--- src/rtl/mem_port_arbiter_if.sv ---
// Bus bundle for mem_port_arbiter: two core masters (m0 fetch, m1 load/store) and one memory port.
// The slave modport is the arbiter's view; master is the view of the cores/memory driving it.
interface mem_port_arbiter_if #(
  parameter int ADDR_W = 32,
  parameter int DATA_W = 32,
  parameter int MASK_W = 4
);
  logic              m0_req;
  logic [ADDR_W-1:0] m0_addr;
  logic              m0_addr_ok;
  logic              m0_data_ok;
  logic [DATA_W-1:0] m0_rdata;

  logic              m1_req;
  logic              m1_we;
  logic [ADDR_W-1:0] m1_addr;
  logic [DATA_W-1:0] m1_wdata;
  logic [MASK_W-1:0] m1_wmask;
  logic              m1_addr_ok;
  logic              m1_data_ok;
  logic [DATA_W-1:0] m1_rdata;

  logic              mem_req;
  logic              mem_we;
  logic [ADDR_W-1:0] mem_addr;
  logic [DATA_W-1:0] mem_wdata;
  logic [MASK_W-1:0] mem_wmask;
  logic              mem_addr_ok;
  logic              mem_data_ok;
  logic [DATA_W-1:0] mem_rdata;

  logic              hold_o;
  logic              err_o;

  modport slave (
    input  m0_req, m0_addr, m1_req, m1_we, m1_addr, m1_wdata, m1_wmask,
           mem_addr_ok, mem_data_ok, mem_rdata,
    output m0_addr_ok, m0_data_ok, m0_rdata, m1_addr_ok, m1_data_ok, m1_rdata,
           mem_req, mem_we, mem_addr, mem_wdata, mem_wmask, hold_o, err_o
  );

  modport master (
    output m0_req, m0_addr, m1_req, m1_we, m1_addr, m1_wdata, m1_wmask,
           mem_addr_ok, mem_data_ok, mem_rdata,
    input  m0_addr_ok, m0_data_ok, m0_rdata, m1_addr_ok, m1_data_ok, m1_rdata,
           mem_req, mem_we, mem_addr, mem_wdata, mem_wmask, hold_o, err_o
  );
endinterface

--- src/rtl/mem_port_arbiter.sv ---
// Shares one in-order SRAM-style memory port between fetch (m0) and load/store (m1).
// Define ARB_RR_EN for round-robin arbitration; default is fixed priority, m1 over m0.
module mem_port_arbiter #(
  parameter int ADDR_W  = 32,
  parameter int DATA_W  = 32,
  parameter int MASK_W  = 4,
  parameter int MAX_OUT = 2
) (
  input  logic              clk,
  input  logic              rst_ext_i,
  mem_port_arbiter_if.slave bus
);
  localparam int PTR_W = (MAX_OUT > 1) ? $clog2(MAX_OUT) : 1;
  localparam int CNT_W = $clog2(MAX_OUT + 1);
  localparam logic [CNT_W-1:0] MAX_CNT  = CNT_W'(MAX_OUT);
  localparam logic [PTR_W-1:0] LAST_PTR = PTR_W'(MAX_OUT - 1);

  logic               lock_reg;
  logic               lock_id_reg;
  logic               err_reg;
  logic [CNT_W-1:0]   count_reg;
  logic [PTR_W-1:0]   wr_ptr_reg;
  logic [PTR_W-1:0]   rd_ptr_reg;
  logic [MAX_OUT-1:0] id_fifo_reg;
  logic [MAX_OUT-1:0] fifo_wr_sel;

  logic              gnt_id;
  logic              gnt_req;
  logic              gnt_act;
  logic              mem_req_int;
  logic              accept;
  logic              pop;
  logic              head_id;
  logic              m0_aok;
  logic              m1_aok;
  logic              wr_fields_en;
  logic [ADDR_W-1:0] gnt_addr;
  logic [DATA_W-1:0] gnt_wdata;
  logic [MASK_W-1:0] gnt_wmask;
  logic [DATA_W-1:0] rdata_out;

`ifdef ARB_RR_EN
  logic last_id_reg;

  always_ff @(posedge clk or negedge rst_ext_i) begin
    if (!rst_ext_i) begin
      last_id_reg <= 1'b0;
    end else if (accept) begin
      last_id_reg <= gnt_id;
    end
  end
`endif

  // A pending unaccepted request keeps its grant so the address cannot change under the memory.
  always_comb begin
    gnt_id = 1'b0;
    if (lock_reg) begin
      gnt_id = lock_id_reg;
    end else begin
`ifdef ARB_RR_EN
      if (bus.m0_req && bus.m1_req) begin
        gnt_id = ~last_id_reg;
      end else begin
        gnt_id = bus.m1_req;
      end
`else
      gnt_id = bus.m1_req;
`endif
    end
  end

  assign gnt_req     = gnt_id ? bus.m1_req : bus.m0_req;
  assign gnt_act     = rst_ext_i && gnt_req;
  assign mem_req_int = gnt_act && (count_reg != MAX_CNT);
  assign accept      = mem_req_int && bus.mem_addr_ok;
  assign pop         = rst_ext_i && bus.mem_data_ok && (count_reg != '0);
  assign head_id     = id_fifo_reg[rd_ptr_reg];

  assign m0_aok       = accept && !gnt_id;
  assign m1_aok       = accept && gnt_id;
  assign wr_fields_en = gnt_act && gnt_id;
  assign gnt_addr     = gnt_act ? (gnt_id ? bus.m1_addr : bus.m0_addr) : '0;
  assign gnt_wdata    = wr_fields_en ? bus.m1_wdata : '0;
  assign gnt_wmask    = wr_fields_en ? bus.m1_wmask : '0;
  assign rdata_out    = rst_ext_i ? bus.mem_rdata : '0;

  assign bus.mem_req    = mem_req_int;
  assign bus.mem_we     = wr_fields_en && bus.m1_we;
  assign bus.mem_addr   = gnt_addr;
  assign bus.mem_wdata  = gnt_wdata;
  assign bus.mem_wmask  = gnt_wmask;
  assign bus.m0_addr_ok = m0_aok;
  assign bus.m1_addr_ok = m1_aok;
  assign bus.m0_data_ok = pop && !head_id;
  assign bus.m1_data_ok = pop && head_id;
  assign bus.m0_rdata   = rdata_out;
  assign bus.m1_rdata   = rdata_out;
  assign bus.hold_o     = rst_ext_i && ((bus.m0_req && !m0_aok) || (bus.m1_req && !m1_aok));
  assign bus.err_o      = err_reg;

  function automatic logic [PTR_W-1:0] ptr_inc(input logic [PTR_W-1:0] p);
    return (p == LAST_PTR) ? '0 : p + 1'b1;
  endfunction

  genvar gi;
  generate
    for (gi = 0; gi < MAX_OUT; gi++) begin : g_fifo_sel
      assign fifo_wr_sel[gi] = accept && (wr_ptr_reg == PTR_W'(gi));
    end
  endgenerate

  always_ff @(posedge clk or negedge rst_ext_i) begin
    if (!rst_ext_i) begin
      id_fifo_reg <= '0;
    end else begin
      for (int i = 0; i < MAX_OUT; i++) begin
        if (fifo_wr_sel[i]) begin
          id_fifo_reg[i] <= gnt_id;
        end
      end
    end
  end

  always_ff @(posedge clk or negedge rst_ext_i) begin
    if (!rst_ext_i) begin
      lock_reg    <= 1'b0;
      lock_id_reg <= 1'b0;
      count_reg   <= '0;
      wr_ptr_reg  <= '0;
      rd_ptr_reg  <= '0;
      err_reg     <= 1'b0;
    end else begin
      if (accept) begin
        lock_reg <= 1'b0;
      end else if (mem_req_int) begin
        lock_reg    <= 1'b1;
        lock_id_reg <= gnt_id;
      end
      if (accept) begin
        wr_ptr_reg <= ptr_inc(wr_ptr_reg);
      end
      if (pop) begin
        rd_ptr_reg <= ptr_inc(rd_ptr_reg);
      end
      case ({accept, pop})
        2'b10:   count_reg <= count_reg + 1'b1;
        2'b01:   count_reg <= count_reg - 1'b1;
        default: count_reg <= count_reg;
      endcase
      // A response with nothing outstanding means the memory side broke ordering.
      if (bus.mem_data_ok && (count_reg == '0)) begin
        err_reg <= 1'b1;
      end
    end
  end
endmodule
--- src/flat_wrapper.sv ---
// flat-port wrapper written by rule: the top's interface ports become plain ports
module mem_port_arbiter_flat 
#(
  parameter int ADDR_W  = 32,
  parameter int DATA_W  = 32,
  parameter int MASK_W  = 4,
  parameter int MAX_OUT = 2
)
  (clk, rst_ext_i, bus_m0_req, bus_m0_addr, bus_m1_req, bus_m1_we, bus_m1_addr, bus_m1_wdata, bus_m1_wmask, bus_mem_addr_ok, bus_mem_data_ok, bus_mem_rdata, bus_m0_addr_ok, bus_m0_data_ok, bus_m0_rdata, bus_m1_addr_ok, bus_m1_data_ok, bus_m1_rdata, bus_mem_req, bus_mem_we, bus_mem_addr, bus_mem_wdata, bus_mem_wmask, bus_hold_o, bus_err_o);
  mem_port_arbiter_if #(.ADDR_W(ADDR_W), .DATA_W(DATA_W), .MASK_W(MASK_W)) bus_i ();
  input  logic clk;
  input  logic rst_ext_i;
  input wire logic [$bits(bus_i.m0_req)-1:0] bus_m0_req;
  input wire logic [$bits(bus_i.m0_addr)-1:0] bus_m0_addr;
  input wire logic [$bits(bus_i.m1_req)-1:0] bus_m1_req;
  input wire logic [$bits(bus_i.m1_we)-1:0] bus_m1_we;
  input wire logic [$bits(bus_i.m1_addr)-1:0] bus_m1_addr;
  input wire logic [$bits(bus_i.m1_wdata)-1:0] bus_m1_wdata;
  input wire logic [$bits(bus_i.m1_wmask)-1:0] bus_m1_wmask;
  input wire logic [$bits(bus_i.mem_addr_ok)-1:0] bus_mem_addr_ok;
  input wire logic [$bits(bus_i.mem_data_ok)-1:0] bus_mem_data_ok;
  input wire logic [$bits(bus_i.mem_rdata)-1:0] bus_mem_rdata;
  output wire logic [$bits(bus_i.m0_addr_ok)-1:0] bus_m0_addr_ok;
  output wire logic [$bits(bus_i.m0_data_ok)-1:0] bus_m0_data_ok;
  output wire logic [$bits(bus_i.m0_rdata)-1:0] bus_m0_rdata;
  output wire logic [$bits(bus_i.m1_addr_ok)-1:0] bus_m1_addr_ok;
  output wire logic [$bits(bus_i.m1_data_ok)-1:0] bus_m1_data_ok;
  output wire logic [$bits(bus_i.m1_rdata)-1:0] bus_m1_rdata;
  output wire logic [$bits(bus_i.mem_req)-1:0] bus_mem_req;
  output wire logic [$bits(bus_i.mem_we)-1:0] bus_mem_we;
  output wire logic [$bits(bus_i.mem_addr)-1:0] bus_mem_addr;
  output wire logic [$bits(bus_i.mem_wdata)-1:0] bus_mem_wdata;
  output wire logic [$bits(bus_i.mem_wmask)-1:0] bus_mem_wmask;
  output wire logic [$bits(bus_i.hold_o)-1:0] bus_hold_o;
  output wire logic [$bits(bus_i.err_o)-1:0] bus_err_o;
  assign bus_i.m0_req = bus_m0_req;
  assign bus_i.m0_addr = bus_m0_addr;
  assign bus_i.m1_req = bus_m1_req;
  assign bus_i.m1_we = bus_m1_we;
  assign bus_i.m1_addr = bus_m1_addr;
  assign bus_i.m1_wdata = bus_m1_wdata;
  assign bus_i.m1_wmask = bus_m1_wmask;
  assign bus_i.mem_addr_ok = bus_mem_addr_ok;
  assign bus_i.mem_data_ok = bus_mem_data_ok;
  assign bus_i.mem_rdata = bus_mem_rdata;
  assign bus_m0_addr_ok = bus_i.m0_addr_ok;
  assign bus_m0_data_ok = bus_i.m0_data_ok;
  assign bus_m0_rdata = bus_i.m0_rdata;
  assign bus_m1_addr_ok = bus_i.m1_addr_ok;
  assign bus_m1_data_ok = bus_i.m1_data_ok;
  assign bus_m1_rdata = bus_i.m1_rdata;
  assign bus_mem_req = bus_i.mem_req;
  assign bus_mem_we = bus_i.mem_we;
  assign bus_mem_addr = bus_i.mem_addr;
  assign bus_mem_wdata = bus_i.mem_wdata;
  assign bus_mem_wmask = bus_i.mem_wmask;
  assign bus_hold_o = bus_i.hold_o;
  assign bus_err_o = bus_i.err_o;
  mem_port_arbiter #(.ADDR_W(ADDR_W), .DATA_W(DATA_W), .MASK_W(MASK_W), .MAX_OUT(MAX_OUT)) u_core (.clk(clk), .rst_ext_i(rst_ext_i), .bus(bus_i));
endmodule
--- config.mk ---
export PLATFORM = sky130hd
export DESIGN_NAME = mem_port_arbiter_flat
export DESIGN_NICKNAME = d
export VERILOG_FILES = /design/src/rtl/mem_port_arbiter_if.sv /design/src/rtl/mem_port_arbiter.sv /design/src/flat_wrapper.sv
export SDC_FILE = /design/constraint.sdc
export NUM_CORES = 1
export LEC_CHECK = 0
export BUFFER_PORTS_ARGS = -buffer_cell sky130_fd_sc_hd__buf_2
export CAP_MARGIN = 10
export CORE_AREA = 8 8 103 105
export DETAILED_ROUTE_END_ITERATION = 6
export DIE_AREA = 0 0 111 113
export GPL_TIMING_DRIVEN = 0
export PLACE_DENSITY = 0.71
export RECOVER_POWER = 50
export SLEW_MARGIN = 20
export SYNTH_ARGS = -nofsm -noshare
export SYNTH_HDL_FRONTEND = slang
export SYNTH_SLANG_ARGS = --single-unit
export TNS_END_PERCENT = 30
--- constraint.sdc ---
create_clock -name clk -period 4.5 [get_ports clk]
set_input_delay 1.35 -clock clk [delete_from_list [all_inputs] [get_ports clk]]
set_output_delay 1.35 -clock clk [all_outputs]
set_load 0.01 [all_outputs]
==> flow_metrics.env <==
export IMPL_outcome="complete, no violations"
export IMPL_dp_cells=658
export IMPL_yosys_most_used_dff="dfrtp_1"
export IMPL_cts_resized=0
export IMPL_fp_dieH_um=113
export IMPL_synth_cell_type_count=38
export IMPL_slew_limit_headroom_pct=74.5
export IMPL_cp_arrival_ns=2.80
export IMPL_grt_max_degree=11
export IMPL_fin_nets=692
export IMPL_postSynthCellCount=269
export IMPL_path_class="input port to primary output"
export IMPL_clk_latency_ns=0.23
export IMPL_final_cell_mix="buf_2, nand2_1, and2_1"
export IMPL_cap_violations=0
export IMPL_cts_setup_buffers=0
export IMPL_layout_min_cycle_time_ns=4.15
export IMPL_power_density_nw_per_um2=321
export IMPL_cts_sinks=9
export IMPL_hold_buffers=0
export IMPL_period_share_pct=92.1
export IMPL_syn_num_nets=409
export IMPL_path_max_fanout=10
export IMPL_max_stage_delay_ns=0.25
export IMPL_crit_path_start_kind="input port"
export IMPL_clk_pin_slew_worst_paths_ns=0.04
export IMPL_synth_edf_count=0
export IMPL_final_common_cell="buf_2"
export IMPL_cts_htree_levels=1
export IMPL_stdcell_count=662
export IMPL_ys_warn_count=0
export IMPL_r2r_slack_ns=2.39
export IMPL_grt_total_usage_pct=14.4
export IMPL_cts_buffers=3
export IMPL_drc=0
export IMPL_path_common_cell="buf_2"
export IMPL_worstHoldStart="u_core.bus.err_o"
export IMPL_hold_violations=0
export IMPL_cts_root_buf="clkbuf_8"
export IMPL_antenna_found_initial=0
export IMPL_ys_ff_latch=9
export IMPL_start_util_pct=21.0
export IMPL_worstMarginPinSlew_ns=0.380
export IMPL_r2r_end="u_core.count_reg[1]"
export IMPL_setup_viol=0
export IMPL_port_buffers=278
export IMPL_max_freq_mhz=241
export IMPL_ant_nets=0
export IMPL_path_depth=8
export IMPL_path_cells="buf_2 -> buf_2 -> o21ai_0 -> or2_0 -> buf_6 -> buf_12 -> a21oi_2 -> buf_2"
export IMPL_critPathSlowestCell="or2_0"
export IMPL_routabilityCongestion=0.910
export IMPL_wl_per_cell_um=15.1
export IMPL_core_rowCount=35
export IMPL_r2r_start="u_core.count_reg[0]"
export IMPL_fillers=979
export IMPL_core_area_um2=8980
export IMPL_irDropWorstVdd_v=0.000227
export IMPL_fin_tns_setup_ns=0
export IMPL_vias_per_cell=4.22
export IMPL_diodes=0
export IMPL_critPathBufInv=5
export IMPL_grt_setup_unrepaired="no"
export IMPL_die_area_um2=12500
export IMPL_ioPinCount=279
export IMPL_cts_tree="done"
export IMPL_place_hpwl_mm=9.08
export IMPL_grt_ovfl_total=0
export IMPL_cellLeakagePower_nw=2.00
export IMPL_dr_total_vias=2792
export IMPL_drive_above_1_share_pct=61.0
export IMPL_async_reset_ff_share_pct=100
export IMPL_finClkSkew_ns=0.00304
export IMPL_hold_path_class="flop to flop"
export IMPL_clk_path_buf_depth=2
export IMPL_area_delta_synth_final_pct=80.5
export IMPL_required_ns=3.15
export IMPL_grt_pass1_vias=2983
export IMPL_mappedNetlistArea_um2=1890
export IMPL_drt_iter0_markers=64
export IMPL_drt_pre_antenna_iters=4
export IMPL_routed_wl_mm=9.99
export IMPL_final_util_pct=38.0
export IMPL_critPathTopFamily="buffers and inverters"
export IMPL_fp_dieW_um=111
export IMPL_endpoint_kind="primary output"
export IMPL_rr_worst_depth=7
export IMPL_syn_avg_cell_area_um2=7.02
export IMPL_hold_depth=1
export IMPL_drv_slew=0
export IMPL_hold_end="u_core.bus.err_o"
export IMPL_yosysSeqAreaShare_pct=11.9
export IMPL_grt_pass1_wl_mm=15.3
per-layer routing:
metal | track usage [%] | part of all wire [%] | vias up
met1 | 15.6 | 38 | 1249
met2 | 26.8 | 52 | 150
met5 | 0 | 0 | -
li1 | - | - | 1385
met4 | 3.42 | 1.5 | 0
met3 | 4.07 | 8.1 | 8
cell families after synthesis:
kind of cell,after synthesis,synth area share (%)
AO/OA/AOI/OAI,44,20.7
XOR/XNOR,5,2.32
adder cells (fa/ha/maj),1,0.663
buffers and inverters,55,21.5
flip-flops,9,11.9
multiplexers,3,1.72
AND/OR/NAND/NOR,152,41.2
final cells by class:
class                   instances  area [um2]  area share (%)
repair buffers                278        1350            39.7
multi-input cells             205        1250            36.6
plain buffers                  52         388            11.4
flip-flops and latches          9         225            6.61
well taps                     111         139            4.07
clock buffers                   4        45.0            1.32
inverters                       3        11.3           0.330
stage by stage:
stage               setup WS [ns]  instance area, um2  power (mW)  hold WS, ns
detailed placement          0.307                3420        1.03        0.449
CTS                         0.301                3460        1.13        0.474
global placement            0.343                3420        1.00        0.443
finish                      0.354                3410        1.09        0.476
floorplan                   0.940                1890       0.722        0.458
global route                0.201                3410        1.20        0.504
synth_stat cells (2+ instances only):
library cell	instances	area, um2
buf_2	10	50.1
dfrtp_1	9	225
a21oi_2	31	272
o21a_1	2	15.0
buf_12	3	60.1
and2_1	69	432
nor2_1	6	22.5
a21oi_1	3	15.0
inv_1	2	7.51
nand2_1	66	248
xnor2_1	4	35.0
or2_1	2	12.5
buf_6	2	22.5
buf_4	33	248
clkbuf_1	4	15.0
where the power goes:
part,leakage [nW],switching [mW],internal (mW)
logic,1.87,0.478,0.363
clock network,0.0228,0.0310,0.0617
registers,0.105,0.0419,0.118
how the worst max path moves through the flow:
| stage | from | slack (ns) | to |
|---|---|---|---|
| 4_1_cts | rst_ext_i | 0.30 | bus_mem_wdata[7] |
| 5_1_grt | rst_ext_i | 0.20 | bus_mem_wdata[3] |
| 3_5_place_dp | rst_ext_i | 0.31 | bus_mem_wdata[7] |
| 2_1_floorplan | rst_ext_i | 0.94 | bus_mem_addr[10] |
| 3_3_place_gp | rst_ext_i | 0.34 | bus_mem_wdata[3] |
| 6_report | rst_ext_i | 0.35 | bus_mem_addr[24] |
No activity file was read; power rests on OpenSTA's default activity.
